==> config.mk <==
export PLATFORM = sky130hd
export DESIGN_NAME = regsr_bank_flat
export DESIGN_NICKNAME = d
export VERILOG_FILES = /design/src/rtl/regsr_bank_if.sv /design/src/rtl/regsr_bank.sv /design/src/flat_wrapper.sv
export SDC_FILE = /design/constraint.sdc
export NUM_CORES = 1
export LEC_CHECK = 0
export ABC_AREA = 1
export ABC_CLOCK_PERIOD_IN_PS = 8330
export CORE_MARGIN = 2
export CORE_UTILIZATION = 45
export CTS_CLUSTER_DIAMETER = 60
export DETAILED_ROUTE_END_ITERATION = 16
export GPL_TIMING_DRIVEN = 0
export HOLD_SLACK_MARGIN = 0.02
export PLACE_DENSITY = 0.67
export SYNTH_ARGS = -nofsm -noshare
export SYNTH_HDL_FRONTEND = slang
export SYNTH_SLANG_ARGS = --single-unit
==> constraint.sdc <==
create_clock -name iw_clk -period 8.33 [get_ports iw_clk]
set_clock_uncertainty 0.2 [all_clocks]
set_input_delay 1.666 -clock iw_clk [delete_from_list [all_inputs] [get_ports iw_clk]]
set_output_delay 1.666 -clock iw_clk [all_outputs]
set_load 0.1 [all_outputs]
==> src/rtl/regsr_bank_if.sv <==
// regsr_bank bus: read ports, live write port, save/restore
// control and the shadow-bank debug read port.
interface regsr_bank_if #(
  parameter int DATA_W = 24,
  parameter int ADDR_W = 2,
  parameter int NUM_RD = 2
);
  logic [NUM_RD*ADDR_W-1:0] iw_read_addr;
  logic [NUM_RD*DATA_W-1:0] ow_read_data;
  logic [ADDR_W-1:0]        iw_write_addr;
  logic [DATA_W-1:0]        iw_write_data;
  logic                     iw_write_enable;
  logic                     ow_write_ready;
  logic                     iw_save;
  logic                     iw_restore;
  logic                     ow_busy;
  logic                     ow_done;
  logic [ADDR_W-1:0]        iw_shadow_addr;
  logic [DATA_W-1:0]        ow_shadow_data;

  modport master (
    output iw_read_addr,
    input  ow_read_data,
    output iw_write_addr,
    output iw_write_data,
    output iw_write_enable,
    input  ow_write_ready,
    output iw_save,
    output iw_restore,
    input  ow_busy,
    input  ow_done,
    output iw_shadow_addr,
    input  ow_shadow_data
  );

  modport slave (
    input  iw_read_addr,
    output ow_read_data,
    input  iw_write_addr,
    input  iw_write_data,
    input  iw_write_enable,
    output ow_write_ready,
    input  iw_save,
    input  iw_restore,
    output ow_busy,
    output ow_done,
    input  iw_shadow_addr,
    output ow_shadow_data
  );
endinterface

==> src/rtl/regsr_bank.sv <==
// Special-register file with shadow bank and a one-entry-per-cycle
// save/restore sequencer used on trap entry and return.
module regsr_bank #(
  parameter int DATA_W = 24,
  parameter int ADDR_W = 2,
  parameter int NUM_RD = 2,
  parameter int BYPASS = 0
) (
  input logic         iw_clk,
  input logic         iw_rst,
  regsr_bank_if.slave bus
);
  localparam int DEPTH = 2**ADDR_W;

  typedef enum logic [1:0] {
    IDLE,
    SAVE,
    RESTORE
  } state_t;

  state_t            state_q;
  logic [ADDR_W-1:0] idx_q;
  logic              done_q;
  logic [DATA_W-1:0] live_q   [DEPTH];
  logic [DATA_W-1:0] shadow_q [DEPTH];

  logic                     wr_ready;
  logic                     wr_fire;
  logic [NUM_RD*DATA_W-1:0] rd_data_d;

  assign wr_ready = (state_q == IDLE);
  assign wr_fire  = bus.iw_write_enable
                  & wr_ready;

  always_ff @(posedge iw_clk or posedge iw_rst) begin
    if (iw_rst) begin
      state_q <= IDLE;
      idx_q   <= '0;
      done_q  <= 1'b0;
      for (int i = 0; i < DEPTH; i++) begin
        live_q[i]   <= '0;
        shadow_q[i] <= '0;
      end
    end else begin
      done_q <= 1'b0;
      unique case (state_q)
        IDLE: begin
          // write lands before a same-cycle save starts copying
          if (bus.iw_write_enable)
            live_q[bus.iw_write_addr] <= bus.iw_write_data;
          idx_q <= '0;
          if (bus.iw_save)
            state_q <= SAVE;
          else if (bus.iw_restore)
            state_q <= RESTORE;
        end
        SAVE: begin
          shadow_q[idx_q] <= live_q[idx_q];
          idx_q <= idx_q + ADDR_W'(1);
          if (&idx_q) begin
            state_q <= IDLE;
            done_q  <= 1'b1;
          end
        end
        RESTORE: begin
          live_q[idx_q] <= shadow_q[idx_q];
          idx_q <= idx_q + ADDR_W'(1);
          if (&idx_q) begin
            state_q <= IDLE;
            done_q  <= 1'b1;
          end
        end
        default: state_q <= IDLE;
      endcase
    end
  end

  always_comb begin
    rd_data_d = '0;
    for (int p = 0; p < NUM_RD; p++) begin
      if ((BYPASS != 0) && wr_fire &&
          (bus.iw_read_addr[p*ADDR_W +: ADDR_W]
           == bus.iw_write_addr))
        rd_data_d[p*DATA_W +: DATA_W] = bus.iw_write_data;
      else
        rd_data_d[p*DATA_W +: DATA_W] =
          live_q[bus.iw_read_addr[p*ADDR_W +: ADDR_W]];
    end
  end

  assign bus.ow_read_data   = rd_data_d;
  assign bus.ow_write_ready = wr_ready;
  assign bus.ow_busy        = ~wr_ready;
  assign bus.ow_done        = done_q;
  assign bus.ow_shadow_data = shadow_q[bus.iw_shadow_addr];
endmodule

==> src/flat_wrapper.sv <==
// flat-port wrapper written by rule: the top's interface ports become plain ports
module regsr_bank_flat 
#(
  parameter int DATA_W = 24,
  parameter int ADDR_W = 2,
  parameter int NUM_RD = 2,
  parameter int BYPASS = 0
)
  (iw_clk, iw_rst, bus_iw_read_addr, bus_ow_read_data, bus_iw_write_addr, bus_iw_write_data, bus_iw_write_enable, bus_ow_write_ready, bus_iw_save, bus_iw_restore, bus_ow_busy, bus_ow_done, bus_iw_shadow_addr, bus_ow_shadow_data);
  regsr_bank_if #(.DATA_W(DATA_W), .ADDR_W(ADDR_W), .NUM_RD(NUM_RD)) bus_i ();
  input logic iw_clk;
  input logic iw_rst;
  input wire logic [$bits(bus_i.iw_read_addr)-1:0] bus_iw_read_addr;
  output wire logic [$bits(bus_i.ow_read_data)-1:0] bus_ow_read_data;
  input wire logic [$bits(bus_i.iw_write_addr)-1:0] bus_iw_write_addr;
  input wire logic [$bits(bus_i.iw_write_data)-1:0] bus_iw_write_data;
  input wire logic [$bits(bus_i.iw_write_enable)-1:0] bus_iw_write_enable;
  output wire logic [$bits(bus_i.ow_write_ready)-1:0] bus_ow_write_ready;
  input wire logic [$bits(bus_i.iw_save)-1:0] bus_iw_save;
  input wire logic [$bits(bus_i.iw_restore)-1:0] bus_iw_restore;
  output wire logic [$bits(bus_i.ow_busy)-1:0] bus_ow_busy;
  output wire logic [$bits(bus_i.ow_done)-1:0] bus_ow_done;
  input wire logic [$bits(bus_i.iw_shadow_addr)-1:0] bus_iw_shadow_addr;
  output wire logic [$bits(bus_i.ow_shadow_data)-1:0] bus_ow_shadow_data;
  assign bus_i.iw_read_addr = bus_iw_read_addr;
  assign bus_ow_read_data = bus_i.ow_read_data;
  assign bus_i.iw_write_addr = bus_iw_write_addr;
  assign bus_i.iw_write_data = bus_iw_write_data;
  assign bus_i.iw_write_enable = bus_iw_write_enable;
  assign bus_ow_write_ready = bus_i.ow_write_ready;
  assign bus_i.iw_save = bus_iw_save;
  assign bus_i.iw_restore = bus_iw_restore;
  assign bus_ow_busy = bus_i.ow_busy;
  assign bus_ow_done = bus_i.ow_done;
  assign bus_i.iw_shadow_addr = bus_iw_shadow_addr;
  assign bus_ow_shadow_data = bus_i.ow_shadow_data;
  regsr_bank #(.DATA_W(DATA_W), .ADDR_W(ADDR_W), .NUM_RD(NUM_RD), .BYPASS(BYPASS)) u_core (.iw_clk(iw_clk), .iw_rst(iw_rst), .bus(bus_i));
endmodule
==> metrics <==
RD Place Congestion between 0.9 and 1; complex-gate fraction of the synthesized area between 10% and 20%; max incr delay on CP between 1000 and 1500 ps; vias per inst roughly 6; leakage power between 6 and 7 nW; xor-xnor portion of the synthesized cell area 0%; post-synthesis simple-gate area fraction a little over a third; top_reg_cell synth dfrtp_1; Max clock buf depth 2; CTS tree yes; status complete, no violations; via count 14,200; RR Endpoint u_core.live_q[59]; Post CTS Setup Buffer Count 0; Post-Syn Area approximately 12,000 µm²; multiplexer share of the synthesized area 0%; Worst Path Required 6460 ps; Synth Register Bits about 200; Post-synth EDFFs 0; Max Fclk between 0.15 and 0.2 GHz; placed cell area between 10,000 and 15,000 µm²; worst skew pair latency roughly 460 ps; Reg clk slew, reported paths approximately 80 ps; WP depth 6; total congestion overflow 0; H-tree depth 4; core footprint 26,800 µm²; unrepaired setup endpoints after global routing no; Synth Warn # 0; Sink Count 197; die height 169 µm; first-pass GRT wire length 77,700 µm; area leader, netlist dfrtp_1; largest family of logic cells by synthesized area simple AND/OR/NAND/NOR gates; root buffer cell clkbuf_16; Max FO, Critical Path 10; Antenna Violating Nets Remaining 0; relative slew slack 31.4%; Die X between 150 and 200 µm; die area 28,400 µm²; Fin Setup TNS 0 ps; post-synth net total between 1,500 and 2,000; launch point of the worst reg-to-reg path u_core.idx_q[1]; largest net degree at the start of global routing between 100 and 150; CP Launch Point bus_iw_read_addr[0]; Slew @ Worst Pin 1030 ps; IO buf count about 110; Top Ports between 100 and 150; initial antenna violation count 0; cell area power density roughly 410 nW/µm²; fin nets between 2,000 and 2,500; DRC Markers 0; Hold Violations, Final 0; Crit Path Class in2out; synth unique cells 23; cts repair resizes 0; end of the critical path bus_ow_read_data[18]; Post-synth top cells 596 x nand2_1, 270 x nor2_1, 239 x o21ai_0; crit start category primary input; cells along the critical path clkdlybuf4s50_1 -> clkbuf_1 -> clkbuf_1 -> nor2_1 -> o22ai_1 -> clkdlybuf4s50_1; CTS Hold Buffers Added 0; Adder-Cell Fraction of Synth Area 0.924%; row count 60; routed wire length a little over 50,000 µm; Worst Path Buf+Inv 4; Syn Inst Count 1,846; GRT Total Usage about 36%; initial DRC count between 2,000 and 2,500; HPWL Detailed between 30,000 and 40,000 µm; Routed WL per cell between 20 and 25 µm; Synth area leaders dfrtp_1 40%, nand2_1 18%, o21ai_0 9.8%; most frequent cell after synthesis nand2_1; R2R Setup Slk 5370 ps; R2R depth 10; clock buffer count from CTS 17; vias in the first global route 13,100; share of layout cells above drive strength 1 4.92%; number of cells on the worst hold path 2; CP Capture Type primary output; Ant. Diodes 0; Hold Crit Class reg2reg; Max Slew Vio Count 0; slowest CP cell clkdlybuf4s50_1; Synth top area share approximately two fifths; asr flop ratio synth 100%; Max IR drop VDD between 0.2 and 0.3 mV; Critical Path AT around 4700 ps; CP top delay family buffers and inverters; setup violators final 0; Pre-antenna DRT Iters 7; Seq/Total Area, Yosys between 40 and 50%; Max-Cap Viols 0; Syn Area/Cell 6.60 µm²; min Tclk post-route roughly 6600 ps; crit share post-route about four fifths; area growth from synthesis to layout 17.9%; Initial Util 45.4%; design area around 14,000 µm²
-- worst min-delay path by stage --
stage                               end  slack [ps]                start
floorplan           u_core.shadow_q[48]         270  u_core.shadow_q[48]
finish              u_core.shadow_q[63]         310  u_core.shadow_q[63]
detailed placement  u_core.shadow_q[63]         290  u_core.shadow_q[63]
CTS                 u_core.shadow_q[63]         310  u_core.shadow_q[63]
global route        u_core.shadow_q[50]         340  u_core.shadow_q[50]
global placement    u_core.shadow_q[58]         290  u_core.shadow_q[58]
-- cell families after synthesis --
group	count (synthesis)
adder cells (fa/ha/maj)	9
buffers and inverters	180
AO/OA/AOI/OAI	391
flip-flops	197
AND/OR/NAND/NOR	1069
-- placed cells by master (no fill, tap or decap), types with 2 or more instances in the layout --
| cell type | count |
|---|---|
| bufinv_16 | 2 |
| clkbuf_8 | 3 |
| o21ai_1 | 5 |
| inv_1 | 43 |
| buf_4 | 14 |
| clkdlybuf4s50_1 | 111 |
| clkinv_2 | 2 |
| clkbuf_1 | 75 |
| inv_8 | 2 |
| inv_6 | 5 |
| inv_2 | 5 |
| a21oi_1 | 73 |
| dfrtp_1 | 197 |
| ha_1 | 9 |
| nor2_1 | 270 |
| o21ai_2 | 2 |
| clkbuf_16 | 17 |
| buf_1 | 6 |
| buf_2 | 33 |
| nor2_2 | 2 |
| buf_6 | 3 |
| nand2_1 | 596 |
| o22ai_1 | 72 |
| nand3_1 | 195 |
| nor3_2 | 2 |
| o21ai_0 | 239 |
| clkinvlp_4 | 2 |
-- through the flow --
step	total power [mW]	worst slack (ps)	utilization (%)	instances	hold WS [ps]
after floorplan	3.92	1100	-	1846	269
after global placement	4.91	-1900	51.2	2298	285
after detailed placement	4.97	1820	51.3	2299	291
after CTS	5.86	1800	53.6	2331	310
after global routing	6.23	1600	53.6	2331	338
final	5.93	1720	53.6	2331	308
-- worst reg2reg max path: cells and delay by family, from the launching register on --
| family | cells | cell delay, ps |
|---|---|---|
| fa+ha+maj | 1 | 340 |
| buf+inv | 4 | 1440 |
| flops | 1 | 460 |
| simple gates | 5 | 480 |
-- where the power goes --
group / switching, mW / leakage [nW] / internal [mW]
registers: 0.450 / 2.51 / 1.38
clock network: 0.417 / 0.296 / 0.474
logic: 2.39 / 3.91 / 0.823
total: 3.26 / 6.72 / 2.68
-- routing by layer --
layer	global-route usage, %	routed length (µm)	vias to the layer above
met4	19.4	2820	0
li1	-	-	6325
met2	56.1	23100	946
met3	4.82	4850	151
met5	0	0	-
met1	48.8	20200	6734
-- cell type report --
| class | instances | area (µm²) |
|---|---|---|
| fillers | 2682 | 12400 |
| multi-input cells | 1469 | 6460 |
| flip-flops and latches | 197 | 4930 |
| repair buffers | 112 | 1140 |
| plain buffers | 131 | 608 |
| clock buffers | 20 | 467 |
| well taps | 341 | 427 |
| inverters | 49 | 191 |
| clock inverters | 12 | 140 |
-- state kept, by name, indices dropped and copies added (netlist names) --
signal              flops
u_core.bus.ow_done      1
u_core.idx_q            2
u_core.live_q          96
u_core.shadow_q        96
u_core.state_q          2
(Power assumes the default switching activity.)
